<file path="src/rtl/hdmi_cfg_seq_pkg.sv">
// Shared types and constants for the HDMI bridge boot-time configuration sequencer.
package hdmi_cfg_seq_pkg;

  typedef enum logic [3:0] {
    S_IDLE,
    S_RST_HOLD,
    S_RST_WAIT,
    S_FETCH,
    S_DECODE,
    S_ISSUE,
    S_WAIT_RSP,
    S_DELAY,
    S_DONE,
    S_ERROR
  } cfg_state_e;

  localparam logic [15:0] TBL_END     = 16'hFFFF;
  localparam logic [7:0]  TBL_DLY_TAG = 8'hFE;
  localparam logic        DEV_RX      = 1'b0;
  localparam logic        DEV_TX      = 1'b1;

endpackage

</file>
<file path="src/rtl/hdmi_cfg_seq_if.sv">
// Command/response bus between the config sequencer (master) and the IIC byte engine (slave).
interface hdmi_cfg_seq_if;
  logic       cmd_valid;
  logic       cmd_ready;
  logic [6:0] cmd_dev;
  logic [7:0] cmd_reg;
  logic [7:0] cmd_wdata;
  logic       cmd_rd;
  logic       rsp_valid;
  logic       rsp_nack;
  logic [7:0] rsp_rdata;

  modport master (
    output cmd_valid, cmd_dev, cmd_reg, cmd_wdata, cmd_rd,
    input  cmd_ready, rsp_valid, rsp_nack, rsp_rdata
  );

  modport slave (
    input  cmd_valid, cmd_dev, cmd_reg, cmd_wdata, cmd_rd,
    output cmd_ready, rsp_valid, rsp_nack, rsp_rdata
  );
endinterface

</file>
<file path="src/rtl/hdmi_cfg_seq_ms_timer.sv">
// Millisecond timer: free-running prescaler plus ms down-counter; load restarts both.
module hdmi_cfg_seq_ms_timer #(
  parameter int unsigned TICKS = 10000
) (
  input  logic       clk,
  input  logic       rst,
  input  logic       load_i,
  input  logic [7:0] load_ms_i,
  output logic       expired_o,
  output logic       tick_o
);
  localparam int unsigned PW = (TICKS > 1) ? $clog2(TICKS) : 1;

  logic [PW-1:0] pre_q;
  logic [7:0]    ms_q;

  always_ff @(posedge clk) begin
    if (rst) begin
      pre_q <= '0;
      ms_q  <= '0;
    end else if (load_i) begin
      pre_q <= PW'(TICKS - 1);
      ms_q  <= load_ms_i;
    end else if (pre_q == '0) begin
      pre_q <= PW'(TICKS - 1);
      if (ms_q != '0) ms_q <= ms_q - 1'b1;
    end else begin
      pre_q <= pre_q - 1'b1;
    end
  end

  assign tick_o    = (pre_q == '0);
  assign expired_o = (ms_q == '0);
endmodule

</file>
<file path="src/rtl/hdmi_cfg_seq.sv">
// HDMI RX/TX bridge boot sequencer: chip reset, per-device register table walk, IIC writes with retry.
// Optional CFG_READBACK_EN: read back every written register and retry on data mismatch.
module hdmi_cfg_seq
  import hdmi_cfg_seq_pkg::*;
#(
  parameter int unsigned CLK_HZ      = 10_000_000,
  parameter int unsigned RST_HOLD_MS = 10,
  parameter int unsigned RST_WAIT_MS = 50,
  parameter int unsigned TBL_AW      = 8,
  parameter int unsigned RETRY_MAX   = 3,
  parameter logic [6:0]  RX_DEV_ADDR = 7'h56,
  parameter logic [6:0]  TX_DEV_ADDR = 7'h59
) (
  input  logic              sys_clk,
  input  logic              rst,
  input  logic              start,
  output logic              rstn_out,
  output logic [TBL_AW-1:0] tbl_addr,
  input  logic [15:0]       tbl_data,
  hdmi_cfg_seq_if.master    bus,
  output logic              busy,
  output logic              done,
  output logic              error,
  output logic [TBL_AW-1:0] err_idx,
  output logic              led_int
);
  localparam int unsigned       TICKS     = CLK_HZ / 1000;
  localparam int unsigned       RW        = (RETRY_MAX > 0) ? $clog2(RETRY_MAX + 1) : 1;
  localparam logic [TBL_AW-1:0] DEV1_BASE = {1'b1, {(TBL_AW-1){1'b0}}};

  cfg_state_e        state_q, state_d;
  logic [TBL_AW-1:0] addr_q, addr_d;
  logic [7:0]        reg_q, reg_d;
  logic [7:0]        val_q, val_d;
  logic [RW-1:0]     retry_q, retry_d;
  logic [TBL_AW-1:0] err_idx_q, err_idx_d;
  logic [7:0]        led_cnt_q;
  logic              led_q;
  logic              tmr_load, tmr_expired, ms_tick;
  logic [7:0]        tmr_ms;
  logic              kick, adv, tbl_done, fail, last_slot;
`ifdef CFG_READBACK_EN
  logic              rd_q, rd_d;
`endif

  hdmi_cfg_seq_ms_timer #(.TICKS(TICKS)) u_timer (
    .clk      (sys_clk),
    .rst      (rst),
    .load_i   (tmr_load),
    .load_ms_i(tmr_ms),
    .expired_o(tmr_expired),
    .tick_o   (ms_tick)
  );

  assign last_slot = &addr_q[TBL_AW-2:0];

  always_comb begin
    state_d   = state_q;
    addr_d    = addr_q;
    reg_d     = reg_q;
    val_d     = val_q;
    retry_d   = retry_q;
    err_idx_d = err_idx_q;
    tmr_load  = 1'b0;
    tmr_ms    = '0;
    kick      = 1'b0;
    adv       = 1'b0;
    tbl_done  = 1'b0;
    fail      = 1'b0;
`ifdef CFG_READBACK_EN
    rd_d      = rd_q;
`endif
    case (state_q)
      S_IDLE:     kick = 1'b1;
      S_RST_HOLD: if (tmr_expired) begin
        state_d  = S_RST_WAIT;
        tmr_load = 1'b1;
        tmr_ms   = 8'(RST_WAIT_MS);
      end
      S_RST_WAIT: if (tmr_expired) state_d = S_FETCH;
      S_FETCH:    state_d = S_DECODE;
      S_DECODE: begin
        if (tbl_data == TBL_END) begin
          tbl_done = 1'b1;
        end else if (tbl_data[15:8] == TBL_DLY_TAG) begin
          state_d  = S_DELAY;
          tmr_load = 1'b1;
          tmr_ms   = tbl_data[7:0];
        end else begin
          reg_d   = tbl_data[15:8];
          val_d   = tbl_data[7:0];
          retry_d = '0;
          state_d = S_ISSUE;
`ifdef CFG_READBACK_EN
          rd_d    = 1'b0;
`endif
        end
      end
      S_ISSUE:    if (bus.cmd_ready) state_d = S_WAIT_RSP;
      S_WAIT_RSP: if (bus.rsp_valid) begin
        if (bus.rsp_nack) fail = 1'b1;
`ifdef CFG_READBACK_EN
        else if (!rd_q) begin
          rd_d    = 1'b1;
          state_d = S_ISSUE;
        end
        else if (bus.rsp_rdata != val_q) fail = 1'b1;
`endif
        else adv = 1'b1;
      end
      S_DELAY:         if (tmr_expired) adv = 1'b1;
      S_DONE, S_ERROR: if (start) kick = 1'b1;
      default:         state_d = S_IDLE;
    endcase

    if (kick) begin
      state_d   = S_RST_HOLD;
      tmr_load  = 1'b1;
      tmr_ms    = 8'(RST_HOLD_MS);
      addr_d    = '0;
      retry_d   = '0;
      err_idx_d = '0;
    end
    if (fail) begin
      if (retry_q == RW'(RETRY_MAX)) begin
        state_d   = S_ERROR;
        err_idx_d = addr_q;
      end else begin
        retry_d = retry_q + 1'b1;
        state_d = S_ISSUE;
      end
`ifdef CFG_READBACK_EN
      rd_d = 1'b0;
`endif
    end
    // End marker and last-slot wrap share one path: dev0 hands over to dev1, dev1 finishes.
    if (adv && !last_slot) begin
      addr_d  = addr_q + 1'b1;
      state_d = S_FETCH;
    end else if (adv || tbl_done) begin
      if (addr_q[TBL_AW-1] == DEV_RX) begin
        addr_d  = DEV1_BASE;
        state_d = S_FETCH;
      end else begin
        state_d = S_DONE;
      end
    end
  end

  always_ff @(posedge sys_clk) begin
    if (rst) begin
      state_q   <= S_IDLE;
      addr_q    <= '0;
      reg_q     <= '0;
      val_q     <= '0;
      retry_q   <= '0;
      err_idx_q <= '0;
`ifdef CFG_READBACK_EN
      rd_q      <= 1'b0;
`endif
    end else begin
      state_q   <= state_d;
      addr_q    <= addr_d;
      reg_q     <= reg_d;
      val_q     <= val_d;
      retry_q   <= retry_d;
      err_idx_q <= err_idx_d;
`ifdef CFG_READBACK_EN
      rd_q      <= rd_d;
`endif
    end
  end

  always_ff @(posedge sys_clk) begin
    if (rst || !busy) begin
      led_cnt_q <= '0;
      led_q     <= 1'b0;
    end else if (ms_tick) begin
      led_cnt_q <= led_cnt_q + 1'b1;
      if (&led_cnt_q) led_q <= ~led_q;
    end
  end

  assign busy      = !(state_q inside {S_IDLE, S_DONE, S_ERROR});
  assign done      = (state_q == S_DONE);
  assign error     = (state_q == S_ERROR);
  assign rstn_out  = !(state_q inside {S_IDLE, S_RST_HOLD});
  assign tbl_addr  = addr_q;
  assign err_idx   = err_idx_q;
  assign led_int   = done | led_q;

  // rst gates cmd_valid directly so an in-flight request is withdrawn before the state register clears.
  assign bus.cmd_valid = (state_q == S_ISSUE) && !rst;
  assign bus.cmd_dev   = addr_q[TBL_AW-1] ? TX_DEV_ADDR : RX_DEV_ADDR;
  assign bus.cmd_reg   = reg_q;
  assign bus.cmd_wdata = val_q;
`ifdef CFG_READBACK_EN
  assign bus.cmd_rd    = rd_q;
`else
  logic unused_rdata;
  assign bus.cmd_rd    = 1'b0;
  assign unused_rdata  = ^bus.rsp_rdata;
`endif
endmodule

</file>
<file path="src/flat_wrapper.sv">
// flat-port wrapper written by rule: the top's interface ports become plain ports
module hdmi_cfg_seq_flat import hdmi_cfg_seq_pkg::*;
#(
  parameter int unsigned CLK_HZ      = 10_000_000,
  parameter int unsigned RST_HOLD_MS = 10,
  parameter int unsigned RST_WAIT_MS = 50,
  parameter int unsigned TBL_AW      = 8,
  parameter int unsigned RETRY_MAX   = 3,
  parameter logic [6:0]  RX_DEV_ADDR = 7'h56,
  parameter logic [6:0]  TX_DEV_ADDR = 7'h59
)
  (sys_clk, rst, start, rstn_out, tbl_addr, tbl_data, busy, done, error, err_idx, led_int, bus_cmd_valid, bus_cmd_dev, bus_cmd_reg, bus_cmd_wdata, bus_cmd_rd, bus_cmd_ready, bus_rsp_valid, bus_rsp_nack, bus_rsp_rdata);
  hdmi_cfg_seq_if bus_i ();
  input  logic sys_clk;
  input  logic rst;
  input  logic start;
  output logic rstn_out;
  output logic [TBL_AW-1:0] tbl_addr;
  input  logic [15:0] tbl_data;
  output logic busy;
  output logic done;
  output logic error;
  output logic [TBL_AW-1:0] err_idx;
  output logic led_int;
  output wire logic [$bits(bus_i.cmd_valid)-1:0] bus_cmd_valid;
  output wire logic [$bits(bus_i.cmd_dev)-1:0] bus_cmd_dev;
  output wire logic [$bits(bus_i.cmd_reg)-1:0] bus_cmd_reg;
  output wire logic [$bits(bus_i.cmd_wdata)-1:0] bus_cmd_wdata;
  output wire logic [$bits(bus_i.cmd_rd)-1:0] bus_cmd_rd;
  input wire logic [$bits(bus_i.cmd_ready)-1:0] bus_cmd_ready;
  input wire logic [$bits(bus_i.rsp_valid)-1:0] bus_rsp_valid;
  input wire logic [$bits(bus_i.rsp_nack)-1:0] bus_rsp_nack;
  input wire logic [$bits(bus_i.rsp_rdata)-1:0] bus_rsp_rdata;
  assign bus_cmd_valid = bus_i.cmd_valid;
  assign bus_cmd_dev = bus_i.cmd_dev;
  assign bus_cmd_reg = bus_i.cmd_reg;
  assign bus_cmd_wdata = bus_i.cmd_wdata;
  assign bus_cmd_rd = bus_i.cmd_rd;
  assign bus_i.cmd_ready = bus_cmd_ready;
  assign bus_i.rsp_valid = bus_rsp_valid;
  assign bus_i.rsp_nack = bus_rsp_nack;
  assign bus_i.rsp_rdata = bus_rsp_rdata;
  hdmi_cfg_seq #(.CLK_HZ(CLK_HZ), .RST_HOLD_MS(RST_HOLD_MS), .RST_WAIT_MS(RST_WAIT_MS), .TBL_AW(TBL_AW), .RETRY_MAX(RETRY_MAX), .RX_DEV_ADDR(RX_DEV_ADDR), .TX_DEV_ADDR(TX_DEV_ADDR)) u_core (.sys_clk(sys_clk), .rst(rst), .start(start), .rstn_out(rstn_out), .tbl_addr(tbl_addr), .tbl_data(tbl_data), .bus(bus_i), .busy(busy), .done(done), .error(error), .err_idx(err_idx), .led_int(led_int));
endmodule
</file>
<file path="config.mk">
export PLATFORM = sky130hd
export DESIGN_NAME = hdmi_cfg_seq_flat
export DESIGN_NICKNAME = d
export VERILOG_FILES = /design/src/rtl/hdmi_cfg_seq_pkg.sv /design/src/rtl/hdmi_cfg_seq_if.sv /design/src/rtl/hdmi_cfg_seq_ms_timer.sv /design/src/rtl/hdmi_cfg_seq.sv /design/src/flat_wrapper.sv
export SDC_FILE = /design/constraint.sdc
export NUM_CORES = 1
export LEC_CHECK = 0
export ABC_AREA = 1
export BUFFER_PORTS_ARGS = -buffer_cell sky130_fd_sc_hd__buf_2
export CAP_MARGIN = 0
export CORE_ASPECT_RATIO = 0.5
export CORE_UTILIZATION = 36
export DETAILED_ROUTE_END_ITERATION = 10
export PLACE_DENSITY = 0.69
export SYNTH_ARGS = -nofsm -noshare
export SYNTH_HDL_FRONTEND = slang
export SYNTH_SLANG_ARGS = --single-unit
export TNS_END_PERCENT = 5
</file>
<file path="constraint.sdc">
create_clock -name sys_clk -period 1.6 [get_ports sys_clk]
set_input_delay 0.32 -clock sys_clk [delete_from_list [all_inputs] [get_ports sys_clk]]
set_output_delay 0.32 -clock sys_clk [all_outputs]
set_load 0.01 [all_outputs]
</file>
Word-level counts from Yosys, hierarchy flattened. Cells that the tools add are included.

Muxes and demuxes: 51. Bitwise gates (word level): 4. Add/subtract/negate cells: 5. Eq/ne operators: 22. Reductions and logical operators: 26.

Operator list (count): 8-bit 2-to-1 mux (13); 4-bit 2-to-1 mux (10); 14-bit 2-to-1 mux (2); 4-bit one-hot mux with 6 select lines (1); 8-bit by 1-bit adder with 8-bit output, second input constant (2); 16-bit equality test, second input constant (1); 4-bit by 3-bit equality test with 1-bit output, second input constant (4); 2-bit 2-to-1 mux (8); 8-bit one-hot mux with 2 select lines (1); 5-bit by 1-bit != test with 1-bit output, second input constant (3); 14-bit zero test (1); 14-bit by 1-bit subtractor with 14-bit output, second input constant (1); 1-bit 2-to-1 mux (12); 6-bit by 1-bit != test with 1-bit output, second input constant (2); 5-bit AND reduction (2); 9-bit AND reduction (1); 4-bit by 2-bit equality test with 1-bit output, second input constant (2); 4-bit equality test, second input constant (2); 8-bit equality test, second input constant (1); 8-bit zero test (1); 8-bit nonzero test (1); 8-bit by 1-bit subtractor with 8-bit output, second input constant (1); 7-bit AND reduction (1); 6-bit 2-to-1 mux (1); 22 further kinds (34).

Logic and storage cells: 120. Bits in registers: 69. Output and inout bits: 46. Input bits: 30.

Depth between registers and ports, before layout.
Word-level depth: 8. Mapped depth: 12. Depth with buffers taken out: 12.

Cells and area by module. From an unflattened synthesis, not the netlist that was laid out.

Cells, all modules: 562. Area, all modules: 3886.2 µm².

By module, submodules not included: hdmi_cfg_seq (cells each 368, instances 1, area an instance 2581.2 µm², sequential area each 940.9 µm²); hdmi_cfg_seq_ms_timer (cells each 194, instances 1, area an instance 1305.0 µm², sequential area each 440.4 µm²).

Worst setup path after synthesis. OpenSTA, ideal clock, no wires.

Path type: register -> register. From: register u_core.u_timer.ms_q[0]. To: register u_core.u_timer.ms_q[1]. Slack: 61 ps. Cell stages (with the launch flop): 12. Arrival: 1422 ps. Path buffers: 1. Clock period less this slack: 1539 ps. Setup time: 117 ps. Data required time: 1483 ps. Path through: dfxtp_1 > inv_1 > ha_1 > nand2_1 > nor2_4 > nand2_2 > nand2_2 > nor2_4 > nand2_2 > buf_6 > o21ai_0 > nor2_1.

Word-level cells in the longest chain between the ends: 6. Elaborated cells on any way between the ends: 15. Those cells by class: add/sub (1); mux (9); reduce/logical (5).

Ends and longest elaborated chain: from (decl) (RTL line hdmi_cfg_seq_ms_timer.sv:15) `logic [7:0] ms_q;`; from (signal assigned) (RTL line hdmi_cfg_seq_ms_timer.sv:23) `ms_q <= load_ms_i;`; from (signal assigned) (RTL line hdmi_cfg_seq_ms_timer.sv:26) `if (ms_q != '0) ms_q <= ms_q - 1'b1;`; branches (longest 6 deep; another with 8-bit by 1-bit subtractor with 8-bit output).

Several ways; the timed one is not identified. The select of a mux whose other input is x is not followed. A chain may end at the register's enable or synchronous reset.

Worst setup path after layout.
From: register u_core.state_q[3]. To: output port busy.

Word-level cells in the longest chain between the ends: 3. Elaborated cells on any way between the ends: 5. Those cells by class: eq/ne (2); reduce/logical (3).

Ends and longest elaborated chain: from (decl) (RTL line hdmi_cfg_seq.sv:31) `cfg_state_e state_q, state_d;`; from (signal assigned) (RTL line hdmi_cfg_seq.sv:162) `state_q <= state_d;`; 4-bit equality test / 4-bit zero test (equally long branches) (RTL line hdmi_cfg_seq.sv:184) `assign busy = !(state_q inside {S_IDLE, S_DONE, S_ERROR});`; 3-bit nonzero test (*) (RTL line hdmi_cfg_seq.sv:184); 1-bit zero test (*) (RTL line hdmi_cfg_seq.sv:184); to (decl) (RTL line flat_wrapper.sv:20) `output logic busy;`.

Mark *: on every way between the ends. The rest lies on a longest branch, timed or not.

==> results.sh <==
export IMPL_first_pass_iters=5
export IMPL_wirelength_um=9150
export IMPL_top_usage_layer="met2"
export IMPL_synth_warnings=0
export IMPL_synth_edf_count=0
export IMPL_first_global_vias=3321
export IMPL_yosys_area_top_type="dfxtp_1"
export IMPL_max_flop_register="u_core.u_timer.pre_q"
export IMPL_avgViaCountPerCell=4.66
export IMPL_fin_crit_sh_pct=101
export IMPL_violations="setup timing"
export IMPL_r2r_end="u_core.led_cnt_q[2]$_SDFFE_PP0P_"
export IMPL_regToRegStartpoint="u_core.u_timer.pre_q[1]$_SDFF_PP0_"
export IMPL_path_cells="nor2_2 > nand2_2 > nand2_2 > buf_6 > inv_2 > buf_6"
export IMPL_hp_class="input pin to flip-flop"
export IMPL_routed_via_count=3704
export IMPL_clockBufferDepth=2
export IMPL_grt_antenna_before_repair=0
export IMPL_nets=692
export IMPL_clock_root_buffer="clkbuf_16"
export IMPL_cts_buffers=9
export IMPL_syn_avg_cell_area_um2=6.71
export IMPL_met2_usage_pct=29.8
export IMPL_path_depth=6
export IMPL_worst_path_max_fanout=5
export IMPL_period_needed_ns=1.62
export IMPL_p_switching_mw=3.27
export IMPL_comb_power_share_pct=46.4
export IMPL_core_area_um2=9670
export IMPL_fin_worst_skew_ns=0.00803
export IMPL_status="complete, but fails checks"
export IMPL_die_area_um2=10600
export IMPL_grt_remaining_overflow=0
export IMPL_utilization_pct=52.0
export IMPL_tritoncts="yes"
export IMPL_largest_reg_flops=14
export IMPL_r2r_setup_slack_ns=0
export IMPL_finalSetupViolCount=2
export IMPL_cellLeakagePower_nw=2.27
export IMPL_path_delay_family="simple AND/OR/NAND/NOR gates"
export IMPL_crit_slowest_cell="dfxtp_4"
export IMPL_power_frac_seq_pct=27.3
export IMPL_cts_sinks=69
export IMPL_placementRows=25
export IMPL_p_int_mw=5.32
export IMPL_ir_drop_v=0.000792
export IMPL_ioPinCount=76
export IMPL_routedWlPerCell_um=11.5
export IMPL_async_flop_share_pct=0
export IMPL_n_antenna_cell=0
export IMPL_arrival_ns=1.30
export IMPL_rsz0062_at_grt="yes"
export IMPL_finalMaxSlewViolations=0
export IMPL_ys_seq_elements=69
export IMPL_die_h_um=73.3
export IMPL_drt_antenna_violating_nets=0
export IMPL_grt_use_met3_pct=5.15
export IMPL_drtIter0Drc=230
export IMPL_yosysSeqAreaShare_pct=37.8
export IMPL_synthCells=545
export IMPL_worstPathRequired_ns=1.28
export IMPL_drv_cap=0
export IMPL_synth_distinct_cells=35
export IMPL_io_buffers=63
export IMPL_synth_main_ff_cell="dfxtp_1"
export IMPL_clk_pin_slew_ns=0.06
export IMPL_worstSetupPathType="flip-flop to output pin"
export IMPL_start_util_pct=37.9
export IMPL_nFillCells=900
export IMPL_die_w_um=145
export IMPL_startpoint_type="flip-flop"
export IMPL_synth_top_cells_by_area="dfxtp_1, nand2_1, nor2_1"
export IMPL_hold_ws_ns=0.260
export IMPL_finalWorstSetupSlack_ns=-0.0218
export IMPL_grt_pass1_wl_um=15100
export IMPL_reg2regPathDepth=10
export IMPL_power_mw=8.59
export IMPL_crit_buf_inv=3
export IMPL_endpoint_kind="output pin"
export IMPL_fmax_ghz=0.617
export IMPL_hpwlAfterDp_um=6690
export IMPL_power_clock_fraction_pct=26.3
export IMPL_clk_latency_ns=0.33
export IMPL_htreeDepth=3
export IMPL_drc=0
export IMPL_slowest_delay_ns=0.37
export IMPL_finalHoldViolations=0
export IMPL_grt_max_degree=33
export IMPL_grtUsageMet1_pct=23.7
export IMPL_power_density_nw_per_um2=1710
export IMPL_layout_drive_gt1_share_pct=30.9
export IMPL_crit_end="busy"
export IMPL_gp_congestion=0.885
export IMPL_ctsHoldBuffers=0
export IMPL_swShare_pct=38.1
export IMPL_area_growth_pct=37.5
export IMPL_synth_top_area_share_pct=37.8
export IMPL_dp_slack_ns=-0.0902
export IMPL_syn_cell_area_um2=3660
export IMPL_startpoint="u_core.state_q[3]$_SDFFE_PP0P_"
export IMPL_grt_use_total_pct=18.3
-- worst reg2reg max path, delay by kind of cell (launching register included) --
family,cells,cell delay (ns)
simple gates,6,0.67
fa+ha+maj,1,0.14
buf+inv,2,0.23
compound gates,1,0.14
flops,1,0.32
-- final cells by class --
type                       instances  area, um^2  share of cell area (%)
clock inverter                     6         111                    2.21
inverter                          67         254                    5.05
clock buffer                      10         229                    4.55
sequential                        69        1390                    27.7
timing repair buffer             115         748                    14.9
tap                              135         169                    3.36
multi-input combinational        393        2120                    42.2
-- cells in the final DEF (no fill, tap or decap), types with 5 or more instances in the layout --
| master | instances |
|---|---|
| nand2_2 | 14 |
| clkbuf_16 | 9 |
| xor2_1 | 11 |
| o21ai_0 | 34 |
| nand3_1 | 18 |
| nor3_1 | 7 |
| o21ai_1 | 12 |
| buf_4 | 47 |
| inv_2 | 8 |
| a21oi_1 | 57 |
| nor2_2 | 9 |
| nor2_1 | 68 |
| inv_1 | 58 |
| nand2_4 | 6 |
| buf_2 | 62 |
| dfxtp_2 | 7 |
| dfxtp_1 | 61 |
| ha_1 | 5 |
| nand2_1 | 105 |
| nor2_4 | 9 |
-- through the flow --
step                cell area (um^2)  cells  setup TNS [ns]
global placement                4440    776          -0.105
floorplan                       3670    547               0
detailed placement              4440    776          -0.495
CTS                             4840    794         -0.0592
finish                          5030    795         -0.0222
global route                    5030    795           -1.02
-- cells by family (layout without fill, tap and decap cells) --
logic type | after synthesis | in the layout | synth area share (%)
xor+xnor | 15 | 15 | 3.59
simple gates | 254 | 254 | 30.3
buf+inv | 85 | 198 | 9.82
other cells | 2 | 4 | 0.205
compound gates | 113 | 113 | 15.9
flops | 69 | 69 | 37.8
fa+ha+maj | 7 | 7 | 2.39
-- worst min-delay path by stage --
stage / startpoint / end / depth (start not counted)
finish: tbl_data[0] / u_core.u_timer.ms_q[0]$_SDFFE_PP0P_ / 3
detailed placement: u_core.u_timer.pre_q[0]$_SDFF_PP0_ / u_core.u_timer.pre_q[0]$_SDFF_PP0_ / 1
CTS: tbl_data[0] / u_core.u_timer.ms_q[0]$_SDFFE_PP0P_ / 3
global placement: u_core.u_timer.pre_q[0]$_SDFF_PP0_ / u_core.u_timer.pre_q[0]$_SDFF_PP0_ / 1
floorplan: rst / u_core.u_timer.pre_q[13]$_SDFF_PP0_ / 1
global route: tbl_data[0] / u_core.u_timer.ms_q[0]$_SDFFE_PP0P_ / 3
-- what timing repair did --
action / in CTS / in global routing
setup endpoints to repair: 21 / 48
pin swaps: 4 / 16
resized for setup: 18 / 59
setup buffers: 2 / 1
-- power by group through the flow --
stage | registers (mW) | logic (mW) | clock network (mW)
2_1_floorplan | 2.36 | 2.20 | 0
3_3_place_gp | 2.32 | 3.36 | 0
3_5_place_dp | 2.32 | 3.43 | 0
4_1_cts | 2.30 | 3.58 | 2.31
5_1_grt | 2.39 | 4.43 | 2.39
6_report | 2.35 | 3.98 | 2.26
-- synth_stat cells, drive strengths merged (2+ instances only) --
cell type,number
conb,2
nand2,125
xnor2,4
nand3b,3
o21ai,50
or2,4
a21oi,59
xor2,11
nand3,24
nor2,86
buf,13
inv,67
ha,7
nand4,2
clkbuf,5
dfxtp,69
nor3,8
-- metal layers --
metal | part of all wire (%) | vias to the layer above
li1 | - | 1960
met1 | 49 | 1645
met2 | 45 | 86
met3 | 4.4 | 13
met4 | 1.6 | 0
met5 | 0 | -
Note: power is estimated with default switching activity, not from simulation.
